--- src/rtl/pwm_ramp_gen_pkg.sv ---
// pwm_ramp_gen_pkg: shared state encoding, default sizes and duty clamp helper
package pwm_ramp_gen_pkg;
  typedef enum logic [1:0] {
    S_IDLE  = 2'd0,
    S_RAMP  = 2'd1,
    S_RUN   = 2'd2,
    S_FAULT = 2'd3
  } state_t;
  localparam int W_DEF = 5;
  localparam int MAX_COUNT_DEF = 20;
  function automatic int unsigned clamp_duty(input int unsigned cmd, input int unsigned max_count);
    return cmd > max_count ? max_count : cmd;
  endfunction
endpackage

--- src/rtl/pwm_ramp_gen_if.sv ---
// pwm_ramp_gen_if: reference count, duty command, control levels and PWM status bundle
interface pwm_ramp_gen_if import pwm_ramp_gen_pkg::*; #(
  parameter int W = W_DEF
);
  logic [W-1:0] ref_count;
  logic [W-1:0] duty_cmd;
  logic [W-1:0] duty_act;
  logic         ref_en;
  logic         start;
  logic         stop;
  logic         fault;
  logic         fault_clr;
  logic         pwm_out;
  logic         period_tick;
  logic [1:0]   state_o;
  modport master (
    output ref_count, ref_en, duty_cmd, start, stop, fault, fault_clr,
    input  pwm_out, duty_act, period_tick, state_o
  );
  modport slave (
    input  ref_count, ref_en, duty_cmd, start, stop, fault, fault_clr,
    output pwm_out, duty_act, period_tick, state_o
  );
endinterface

--- src/rtl/pwm_ramp_gen_ramp_step.sv ---
// pwm_ramp_gen_ramp_step: moves i_duty up to STEP toward i_target without overshoot or wrap
module pwm_ramp_gen_ramp_step #(
  parameter int W = 5,
  parameter int STEP = 1
) (
  input  logic [W-1:0] i_duty,
  input  logic [W-1:0] i_target,
  output logic [W-1:0] o_duty
);
  logic         w_up;
  logic [W-1:0] w_diff;
  logic [W-1:0] w_step;
  always_comb begin
    w_up   = i_target > i_duty;
    w_diff = w_up ? i_target - i_duty : i_duty - i_target;
    w_step = w_diff < W'(STEP) ? w_diff : W'(STEP);
    o_duty = w_up ? i_duty + w_step : i_duty - w_step;
  end
endmodule

--- src/rtl/pwm_ramp_gen.sv ---
// pwm_ramp_gen: soft-start/stop PWM against a 0..MAX_COUNT reference count (clk, reset active-low sync, bus slave)
module pwm_ramp_gen import pwm_ramp_gen_pkg::*; #(
  parameter int W = W_DEF,
  parameter int MAX_COUNT = MAX_COUNT_DEF,
  parameter int STEP = 1,
  parameter int RAMP_DIV = 2
) (
  input logic           clk,
  input logic           reset,
  pwm_ramp_gen_if.slave bus
);
  localparam int DW = RAMP_DIV > 1 ? $clog2(RAMP_DIV) : 1;
  state_t        r_state, w_state_nx;
  logic [W-1:0]  r_duty, w_duty_nx, w_target, w_step;
  logic [DW-1:0] r_div, w_div_nx;
  logic          r_pwm, r_tick;
  logic          w_boundary, w_update;
  assign w_boundary = bus.ref_en && bus.ref_count == W'(MAX_COUNT);
  assign w_update   = w_boundary && r_div == DW'(RAMP_DIV - 1);
  assign w_target   = bus.stop ? '0 : W'(clamp_duty(32'(bus.duty_cmd), MAX_COUNT));
  pwm_ramp_gen_ramp_step #(.W(W), .STEP(STEP)) u_step (
    .i_duty  (r_duty),
    .i_target(w_target),
    .o_duty  (w_step)
  );
  always_comb begin
    w_state_nx = r_state;
    w_duty_nx  = r_duty;
    w_div_nx   = r_div;
    if (bus.fault) begin
      w_state_nx = S_FAULT;
      w_duty_nx  = '0;
      w_div_nx   = '0;
    end else begin
      case (r_state)
        S_IDLE: w_state_nx = bus.start && !bus.stop ? S_RAMP : S_IDLE;
        S_RAMP: if (w_boundary) begin
          w_div_nx = w_update ? '0 : r_div + DW'(1);
          if (w_update) begin
            w_duty_nx = w_step;
            if (w_step == w_target) w_state_nx = bus.stop ? S_IDLE : S_RUN;
          end
        end
        S_RUN: if (bus.stop || (w_boundary && w_target != r_duty)) begin
          w_state_nx = S_RAMP;
          w_div_nx   = '0;
        end
        default: w_state_nx = bus.fault_clr ? S_IDLE : S_FAULT;
      endcase
    end
  end
  always_ff @(posedge clk) begin
    if (!reset) begin
      r_state <= S_IDLE;
      r_duty  <= '0;
      r_div   <= '0;
      r_pwm   <= 1'b0;
      r_tick  <= 1'b0;
    end else begin
      r_state <= w_state_nx;
      r_duty  <= w_duty_nx;
      r_div   <= w_div_nx;
      r_pwm   <= !bus.fault && (r_state == S_RAMP || r_state == S_RUN) && bus.ref_count < r_duty;
      r_tick  <= w_boundary;
    end
  end
  assign bus.pwm_out     = r_pwm;
  assign bus.duty_act    = r_duty;
  assign bus.period_tick = r_tick;
  assign bus.state_o     = r_state;
endmodule

--- src/flat_wrapper.sv ---
// flat-port wrapper written by rule: the top's interface ports become plain ports
module pwm_ramp_gen_flat import pwm_ramp_gen_pkg::*;
#(
  parameter int W = W_DEF,
  parameter int MAX_COUNT = MAX_COUNT_DEF,
  parameter int STEP = 1,
  parameter int RAMP_DIV = 2
)
  (clk, reset, bus_ref_count, bus_ref_en, bus_duty_cmd, bus_start, bus_stop, bus_fault, bus_fault_clr, bus_pwm_out, bus_duty_act, bus_period_tick, bus_state_o);
  pwm_ramp_gen_if #(.W(W)) bus_i ();
  input logic clk;
  input logic reset;
  input wire logic [$bits(bus_i.ref_count)-1:0] bus_ref_count;
  input wire logic [$bits(bus_i.ref_en)-1:0] bus_ref_en;
  input wire logic [$bits(bus_i.duty_cmd)-1:0] bus_duty_cmd;
  input wire logic [$bits(bus_i.start)-1:0] bus_start;
  input wire logic [$bits(bus_i.stop)-1:0] bus_stop;
  input wire logic [$bits(bus_i.fault)-1:0] bus_fault;
  input wire logic [$bits(bus_i.fault_clr)-1:0] bus_fault_clr;
  output wire logic [$bits(bus_i.pwm_out)-1:0] bus_pwm_out;
  output wire logic [$bits(bus_i.duty_act)-1:0] bus_duty_act;
  output wire logic [$bits(bus_i.period_tick)-1:0] bus_period_tick;
  output wire logic [$bits(bus_i.state_o)-1:0] bus_state_o;
  assign bus_i.ref_count = bus_ref_count;
  assign bus_i.ref_en = bus_ref_en;
  assign bus_i.duty_cmd = bus_duty_cmd;
  assign bus_i.start = bus_start;
  assign bus_i.stop = bus_stop;
  assign bus_i.fault = bus_fault;
  assign bus_i.fault_clr = bus_fault_clr;
  assign bus_pwm_out = bus_i.pwm_out;
  assign bus_duty_act = bus_i.duty_act;
  assign bus_period_tick = bus_i.period_tick;
  assign bus_state_o = bus_i.state_o;
  pwm_ramp_gen #(.W(W), .MAX_COUNT(MAX_COUNT), .STEP(STEP), .RAMP_DIV(RAMP_DIV)) u_core (.clk(clk), .reset(reset), .bus(bus_i));
endmodule
--- config.mk ---
export PLATFORM = sky130hd
export DESIGN_NAME = pwm_ramp_gen_flat
export DESIGN_NICKNAME = d
export VERILOG_FILES = /design/src/rtl/pwm_ramp_gen_pkg.sv /design/src/rtl/pwm_ramp_gen_if.sv /design/src/rtl/pwm_ramp_gen_ramp_step.sv /design/src/rtl/pwm_ramp_gen.sv /design/src/flat_wrapper.sv
export SDC_FILE = /design/constraint.sdc
export NUM_CORES = 1
export LEC_CHECK = 0
export ABC_AREA = 1
export CORE_AREA = 2 2 70 72
export DETAILED_ROUTE_END_ITERATION = 10
export DIE_AREA = 0 0 72 74
export GPL_TIMING_DRIVEN = 0
export PLACE_DENSITY_LB_ADDON = 0.1
export RECOVER_POWER = 25
export SLEW_MARGIN = 10
export SYNTH_ARGS = -nofsm -noshare
export SYNTH_HDL_FRONTEND = slang
export SYNTH_HIERARCHICAL = 1
export SYNTH_SLANG_ARGS = --single-unit
--- constraint.sdc ---
create_clock -name clk -period 8.2 [get_ports clk]
set_input_delay 0.82 -clock clk [delete_from_list [all_inputs] [get_ports clk]]
set_output_delay 0.82 -clock clk [all_outputs]
set_load 0.005 [all_outputs]
==> results.json, run 1 <==
{
  "status": "complete, no violations",
  "cp-end-kind": "register",
  "path_max_fanout": 5,
  "synth-edff-count": 0,
  "worstPathRequired_ns": 8.37,
  "yosys_warnings": 6,
  "die_area_mm2": 0.00533,
  "synth_compound_area_share_pct": 11.3,
  "dr_total_vias": 1468,
  "slew_headroom_pct": 66.6,
  "drt-initial-drc-count": 47,
  "viasPerCell": 4.59,
  "startpoint_type": "input pin",
  "overflow": 0,
  "cp_slowest_cell": "clkdlybuf4s50_1",
  "ys_top_cells_by_area": "ha_1 18%, dfxtp_1 13%, nand2_1 11%",
  "yosysTopAreaCellShare_pct": 17.7,
  "antenna_found_initial": 0,
  "max_freq_mhz": 199,
  "fillers": 497,
  "power.leakage_uw": 0.000928,
  "synthArstFlopShare_pct": 0,
  "tns_ns": 0,
  "drive_gt1_share_pct": 12.8,
  "cts_tree": "built",
  "fin_crit_ns": 5.03,
  "port_buffers": 24,
  "grt_pass1_vias": 1364,
  "finalSetupViolations": 0,
  "wl_per_cell_um": 10.9,
  "synth.net_count": 280,
  "fin_crit_sh_pct": 61.4,
  "cpPeakStageDelay_ns": 0.56,
  "worstSetupPathType": "in2reg",
  "fp-row-count": 25,
  "wirelength_um": 3490,
  "fin_util_pct": 41.6,
  "holdBufCountCts": 0,
  "cts_max_path_buffers": 2,
  "cap_violations": 0,
  "clk_pin_slew_ns": 0.05,
  "synthMuxAreaShare_pct": 0,
  "regArea_um2": 200,
  "start_util_pct": 33.8,
  "synth_top_cell_by_area": "ha_1",
  "hold_class": "reg2reg",
  "root_buffer": "clkbuf_8",
  "numCtsBuffers": 3,
  "multiInputGateArea_mm2": 0.00115,
  "die_h_um": 74,
  "synthFlopType": "dfxtp_1",
  "synth-seq-area-share_pct": 12.9,
  "netlist_area_mm2": 0.00156,
  "grt_use_total_pct": 14.1,
  "crit_buf_inv": 5,
  "core_mm2": 0.00460,
  "grt_first_pass_wirelength_um": 6000,
  "synth-seq-cells": 10,
  "worstMarginPinSlew_ns": 0.500,
  "die_x_um": 72,
  "final_nets": 309,
  "htree_levels": 1,
  "dpl.hpwl_um": 3050,
  "synth_area_per_cell_um2": 6.53,
  "finClkSkew_ns": 0.00167,
  "peakVddDrop_uv": 86.1,
  "synth_top_family_by_area": "simple AND/OR/NAND/NOR gates",
  "postCtsResizedCells": 0,
  "synthXorXnorAreaFrac_pct": 3.30,
  "synthSimpleGateAreaFrac_pct": 38.1,
  "route.detailed.drc": 0,
  "rsz0062_at_grt": "false",
  "power.density_mw_per_mm2": 109,
  "crit_family": "simple AND/OR/NAND/NOR gates",
  "synth_cell_types": 34,
  "syn_to_final_growth_pct": 23.0,
  "ios": 26,
  "cts_sinks": 10,
  "postSynthCellCount": 238,
  "clk_latency_ns": 0.23,
  "postCtsSetupRepairBufs": 0,
  "antennaDiodeCount": 0,
  "ant_nets": 0,
  "cp_common_cell": "nand2_1",
  "hold_viol_final": 0,
  "gp_congestion": 0.798,
  "crit_arrival_ns": 5.20,
  "synth_adder_area_share_pct": 21.6,
  "grt_start_max_net_pins": 11,
  "firstDrtPassIters": 4,
  "slew_violations": 0
}
==> path summary, 6_finish.rpt <==
check | from | end | slack [ns] | cells after the start
worst min-delay path | u_core/r_div | u_core/r_div | 0.50 | 1
worst min register to register | u_core/r_div | u_core/r_div | 0.50 | 1
worst max register to register | u_core/bus.duty_act[1] | u_core/bus.state_o[1] | 4.23 | 30
worst max-delay path | bus_duty_cmd[4] | u_core/bus.state_o[1] | 3.17 | 37
==> metal layers <==
layer | GRT usage (%) | wire length, µm | part of all wire [%] | up-vias
li1 | - | - | - | 809
met1 | 17.5 | 1710 | 49 | 640
met2 | 26.2 | 1700 | 49 | 17
met3 | 1.36 | 62 | 1.8 | 2
met4 | 3.14 | 16 | 0.46 | 0
met5 | 0 | 0 | 0 | -
==> where the power goes <==
part / internal, µW / switching [µW] / leakage (µW) / total, µW
logic: 40.9 / 53.6 / 0.000818 / 94.5
clock network: 42.2 / 19.5 / 0.0000288 / 61.7
registers: 50.3 / 1.80 / 0.0000812 / 52.1
==> through the flow <==
stage	hold WS (ns)	cell area (µm²)	std cells	total power, µW	setup slack, ns
finish	0.504	1910	320	208	3.17
global route	0.539	1910	320	228	2.75
CTS	0.505	1920	320	213	3.13
detailed placement	0.492	1860	316	149	2.88
global placement	0.503	1860	316	149	2.88
floorplan	0.462	1560	238	122	3.91
==> registers in the layout (all words and copies together), names as in the netlist <==
signal,cells
u_core/bus.duty_act,5
u_core/r_div,1
u_core/bus.state_o,2
u_core/bus.pwm_out,1
u_core/bus.period_tick,1
==> synth_stat cells (2+ instances only) <==
library cell,count
a21oi_1,12
a21oi_2,2
buf_6,2
dfxtp_1,10
fa_1,3
ha_1,22
inv_1,40
inv_2,2
nand2_1,45
nand2_2,12
nand3_1,22
nand3_2,2
nand3b_1,2
nand4_1,6
nor2_1,25
o21a_1,2
o21ai_0,10
xor2_1,3
==> worst reg2reg max path, delay by kind of cell, from the launching register on <==
kind	cells	cell delay, ns
flip-flops	1	0.48
adder cells (fa/ha/maj)	3	1.05
buffers and inverters	2	0.22
AO/OA/AOI/OAI	1	0.23
AND/OR/NAND/NOR	23	1.78
XOR/XNOR	1	0.14
==> layout make-up <==
| class | instances | share of cell area, % |
|---|---|---|
| buffer | 3 | 1.44 |
| clock buffer | 4 | 2.88 |
| inverter | 44 | 8.83 |
| multi-input combinational | 181 | 60.3 |
| sequential | 10 | 10.5 |
| tap | 54 | 3.53 |
| timing repair buffer | 24 | 12.6 |
==> layout by cell type, fill, tap and decap left out, types with 2 or more instances in the layout <==
cell             count
nor2_1              25
clkbuf_8             4
dlygate4sd3_1        3
nand2_1             45
a21oi_2              2
o21a_1               2
nand2_2             12
nand3_1             22
nand4_1              6
clkdlybuf4s50_1     21
a21oi_1             12
o21ai_0             10
nand3_2              2
buf_6                2
xor2_1               3
ha_1                22
nand3b_1             2
dfxtp_1             10
inv_1               40
fa_1                 3
inv_2                2
==> cell families after synthesis <==
kind of cell             Yosys count
AO/OA/AOI/OAI                     29
XOR/XNOR                           5
adder cells (fa/ha/maj)           25
buffers and inverters             47
flip-flops                        10
other                              1
AND/OR/NAND/NOR                  121
No activity file was read; power rests on OpenSTA's default activity.
==> inputs of run 2 (changes only) <==
clock period = 4.92 ns   (was 8.2 ns; I/O delays follow)
==> run 2 against run 1 <==
Against the previous run:
- total power grew 69%
- via count rose by 0.34%
- design area is 1.0% higher
- flip-flop and latch count unchanged
- non-clock buffer count is 1 higher
- clock skew about the same
- count of clock-buffer cells in the layout unchanged
- combinational power grew 70%
- utilization grew 0.44 points
- die area stayed put
- critical path type unchanged
- largest cell class unchanged
- largest power group unchanged
- highest routed layer unchanged
==> results.json, run 2 (synthesis gave the netlist of run 1 again) <==
{
  "status": "complete, no violations",
  "clk_pin_slew_ns": 0.05,
  "power.leakage_uw": 0.000950,
  "cts_sinks": 10,
  "drt-initial-drc-count": 29,
  "pwr-share-clk_pct": 29.2,
  "wirelength_um": 3520,
  "clk_latency_ns": 0.23,
  "power.density_mw_per_mm2": 182,
  "fin_crit_ns": 4.48,
  "cpPeakStageDelay_ns": 0.47,
  "cp_slowest_cell": "clkdlybuf4s50_1",
  "cts_tree": "built",
  "peakVddDrop_uv": 144,
  "worstMarginPinSlew_ns": 0.500,
  "gp_congestion": 0.798,
  "switching_share_pct": 35.9,
  "p_seq_share_pct": 24.8,
  "max_freq_mhz": 223,
  "reg2reg_depth": 30,
  "ant_nets": 0,
  "cp_common_cell": "nand2_1",
  "hold_viol_final": 0,
  "ios": 26,
  "grt_start_max_net_pins": 11,
  "die_area_mm2": 0.00533,
  "fin_util_pct": 42.0,
  "port_buffers": 24,
  "final_nets": 310,
  "crit_arrival_ns": 4.65,
  "root_buffer": "clkbuf_8",
  "dr_total_vias": 1473,
  "die_x_um": 72,
  "final_cell_mix": "44 x nand2_1, 40 x inv_1, 25 x nor2_1",
  "whs_ns": 0.503,
  "firstDrtPassIters": 4,
  "hold_class": "reg2reg",
  "slew_violations": 0,
  "drive_gt1_share_pct": 14.2,
  "grt_first_pass_wirelength_um": 6000,
  "startpoint_type": "input pin",
  "start_util_pct": 33.8,
  "path_max_fanout": 5,
  "combinationalPowerShare_pct": 46.0,
  "worstSetupPathDepth": 35,
  "worstSetupPathType": "in2reg",
  "viasPerCell": 4.59,
  "cts_max_path_buffers": 2,
  "largest_reg_flops": 5,
  "fin_crit_sh_pct": 91.0,
  "crit_family": "simple AND/OR/NAND/NOR gates",
  "core_mm2": 0.00460,
  "finClkSkew_ns": 0.00150,
  "worstPathRequired_ns": 5.09,
  "wl_per_cell_um": 11.0,
  "design_power_total_uw": 351,
  "slew_headroom_pct": 66.6,
  "cap_violations": 0,
  "finalSetupViolations": 0,
  "antenna_found_initial": 0,
  "p_int_uw": 225,
  "whs_path_depth": 1,
  "numCtsBuffers": 3,
  "die_h_um": 74,
  "holdBufCountCts": 0,
  "route.detailed.drc": 0,
  "syn_to_final_growth_pct": 24.3,
  "htree_levels": 1,
  "tns_ns": 0,
  "grt_pass1_vias": 1364,
  "fp-row-count": 25,
  "rsz0062_at_grt": "false",
  "cp-end-kind": "register",
  "overflow": 0,
  "grt_use_total_pct": 14.1,
  "mostFrequentLayoutCell": "nand2_1",
  "antennaDiodeCount": 0,
  "dpl.hpwl_um": 3050,
  "crit_buf_inv": 5,
  "p_sw_uw": 126
}
-- run 2: cell types whose count changed in the layout (fill, tap and decap cells not counted), sizes merged --
cell / change
clkdlybuf4s50: -2
dlymetal6s2s: +2
buf: +1
-- run 2: final cells by class --
cell class / instances / area (µm²)
fill: 498 / 2670
clock buffer: 4 / 55.1
inverter: 44 / 169
buffer: 3 / 27.5
multi-input combinational: 181 / 1160
tap: 54 / 67.6
timing repair buffer: 25 / 253
sequential: 10 / 200
-- run 2: final timing paths --
kind	start	end	slack (ns)
max	bus_duty_cmd[2]	u_core/bus.state_o[1]	0.44
min	u_core/r_div	u_core/r_div	0.50
max reg2reg	u_core/bus.duty_act[1]	u_core/bus.state_o[1]	1.04
min reg2reg	u_core/r_div	u_core/r_div	0.50
-- run 2: what timing repair did --
action / in CTS / in global routing
resized for setup: 0 / 5
setup buffers: 0 / 1
endpoints found under the setup margin: 0 / 2
-- run 2: metal layers --
layer	vias to the layer above	global-route usage (%)	share of wire (%)
li1	812	-	-
met1	642	17.5	49
met2	17	26.2	49
met3	2	1.36	1.7
met4	0	3.14	0.46
met5	-	0	0
-- run 2: power by group through the flow --
| stage | registers [µW] | clock network, µW | logic [µW] |
|---|---|---|---|
| 2_1_floorplan | 88.5 | 0 | 114 |
| 3_3_place_gp | 88.9 | 0 | 160 |
| 3_5_place_dp | 88.6 | 0 | 160 |
| 4_1_cts | 86.9 | 108 | 161 |
| 5_1_grt | 87.4 | 113 | 184 |
| 6_report | 86.9 | 103 | 161 |
-- run 2: metrics by stage --
stage / cells / area, µm² / worst slack (ns)
global placement: 316 / 1860 / -0.0757
CTS: 320 / 1920 / 0.175
finish: 321 / 1930 / 0.441
global route: 321 / 1930 / 0.00634
detailed placement: 316 / 1860 / -0.0727
floorplan: 238 / 1560 / 0.953
==> inputs of run 3 (changes only) <==
CORE_AREA = 2 2 65 67   (was 2 2 70 72)
DIE_AREA = 0 0 67 69   (was 0 0 72 74)
==> run 3 against run 2 <==
Against the previous run:
- fmax up 0.62%
- utilization up 7.5 points
- flip-flop and latch count unchanged
- design area up 0.26%
- clock skew up 0.00077 ns
- largest cell class unchanged
- highest routed layer unchanged
==> results.json, run 3 (synthesis gave the netlist of run 1 again) <==
{
  "ios": 26,
  "power.leakage_uw": 0.000950,
  "fp-row-count": 23,
  "holdBufCountCts": 0,
  "power.density_mw_per_mm2": 184,
  "cts_max_path_buffers": 2,
  "crit_arrival_ns": 4.63,
  "clk_latency_ns": 0.24,
  "cp-end-kind": "register",
  "min_to": "u_core/r_div",
  "dr_total_vias": 1489,
  "numCtsBuffers": 3,
  "worstSetupPathType": "in2reg",
  "finalSetupViolations": 0,
  "worstPathRequired_ns": 5.10,
  "startpoint_type": "input pin",
  "final_nets": 310,
  "antennaDiodeCount": 0,
  "final_cell_mix": "44 x nand2_1, 40 x inv_1, 24 x nor2_1",
  "cap_violations": 0,
  "mostFrequentLayoutCell": "nand2_1",
  "ant_nets": 0,
  "grt_start_max_net_pins": 11,
  "ff2ff_setup_slack_ns": 1.05,
  "largest_reg_flops": 5,
  "slew_violations": 0,
  "cts_sinks": 10,
  "path_max_fanout": 7,
  "grt_use_total_pct": 17.0,
  "combinationalPowerShare_pct": 45.7,
  "design_power_total_uw": 357,
  "whs_path_depth": 1,
  "syn_to_final_growth_pct": 24.6,
  "hold_viol_final": 0,
  "dpl.hpwl_um": 2950,
  "max_freq_mhz": 225,
  "root_buffer": "clkbuf_8",
  "htree_levels": 1,
  "die_x_um": 67,
  "pwr-share-clk_pct": 29.8,
  "overflow": 0,
  "p_sw_uw": 132,
  "port_buffers": 24,
  "p_seq_share_pct": 24.4,
  "wirelength_um": 3480,
  "finClkSkew_ns": 0.00228,
  "drive_gt1_share_pct": 15.4,
  "cpPeakStageDelay_ns": 0.47,
  "die_area_mm2": 0.00462,
  "cp_common_cell": "nand2_2",
  "finalNonFillerCells": 317,
  "reg2reg_from": "u_core/bus.duty_act[1]",
  "gp_congestion": 0.770,
  "viasPerCell": 4.70,
  "grt_first_pass_wirelength_um": 6130,
  "route.detailed.drc": 0,
  "hold_class": "reg2reg",
  "grt_pass1_vias": 1430,
  "switching_share_pct": 36.9,
  "fin_crit_ns": 4.45,
  "reg2reg_depth": 30,
  "peakVddDrop_uv": 160,
  "drt-initial-drc-count": 29,
  "hold_start": "u_core/r_div",
  "placedCellCount": 312,
  "core_mm2": 0.00391,
  "p_int_uw": 225,
  "start_util_pct": 39.7,
  "wl_per_cell_um": 11.0,
  "status": "complete, no violations",
  "clk_pin_slew_ns": 0.05,
  "die_h_um": 69,
  "antenna_found_initial": 0,
  "fin_crit_sh_pct": 90.5,
  "cp_slowest_cell": "clkdlybuf4s50_1",
  "r2r_end": "u_core/bus.state_o[1]",
  "cts_tree": "built",
  "firstDrtPassIters": 4
}
[run 3: power groups by stage]
stage | logic, µW | clock network (µW) | registers [µW]
2_1_floorplan | 114 | 0 | 88.5
3_3_place_gp | 159 | 0 | 88.8
3_5_place_dp | 160 | 0 | 88.7
4_1_cts | 161 | 110 | 87.0
5_1_grt | 188 | 114 | 87.2
6_report | 163 | 106 | 87.1
[run 3: worst max path at each step]
stage	from	to	slack, ns
2_1_floorplan	bus_duty_cmd[2]	u_core/bus.state_o[0]	0.95
3_3_place_gp	bus_duty_cmd[4]	u_core/bus.state_o[1]	-0.02
3_5_place_dp	bus_duty_cmd[4]	u_core/bus.state_o[0]	-0.05
4_1_cts	bus_duty_cmd[4]	u_core/bus.state_o[0]	0.19
5_1_grt	bus_duty_cmd[2]	u_core/bus.state_o[0]	-0.005
6_report	bus_duty_cmd[2]	u_core/bus.state_o[1]	0.47
[run 3: cell type report]
cell class	instances	area [µm²]
fill	421	1980
multi-input combinational	181	1170
timing repair buffer	25	253
sequential	10	200
inverter	44	169
tap	50	62.6
clock buffer	4	55.1
buffer	3	27.5
[run 3: layer usage]
| layer | routed length, µm | track usage (%) |
|---|---|---|
| met1 | 1570 | 20.3 |
| met2 | 1820 | 30.1 |
| met3 | 56 | 1.47 |
| met4 | 36 | 6.80 |
| met5 | 0 | 0 |
[run 3: worst max-delay path: cells and delay by family]
family | cells | cell delay [ns]
and+or+nand+nor | 25 | 1.95
buffers and inverters | 4 | 0.70
AOI/OAI and AO/OA | 2 | 0.36
xor gates and xnor gates | 1 | 0.13
adders and majority gates | 3 | 0.98
[run 3: what timing repair did]
| item | 4_1_cts | 5_1_grt |
|---|---|---|
| buffers inserted | 0 | 1 |
| resized for setup | 0 | 8 |
| setup endpoints to repair | 0 | 2 |
[run 3: metrics by stage]
step	util, %	setup WS (ns)	hold WS [ns]	instance area, µm²	setup TNS [ns]
4_1_cts	48.9	0.190	0.513	1910	0
6_report	49.5	0.469	0.508	1940	0
3_3_place_gp	47.5	-0.0225	0.500	1860	-0.0446
3_5_place_dp	47.5	-0.0535	0.506	1860	-0.103
2_1_floorplan	-	0.953	0.462	1560	0
5_1_grt	49.5	-0.00456	0.535	1940	-0.00456
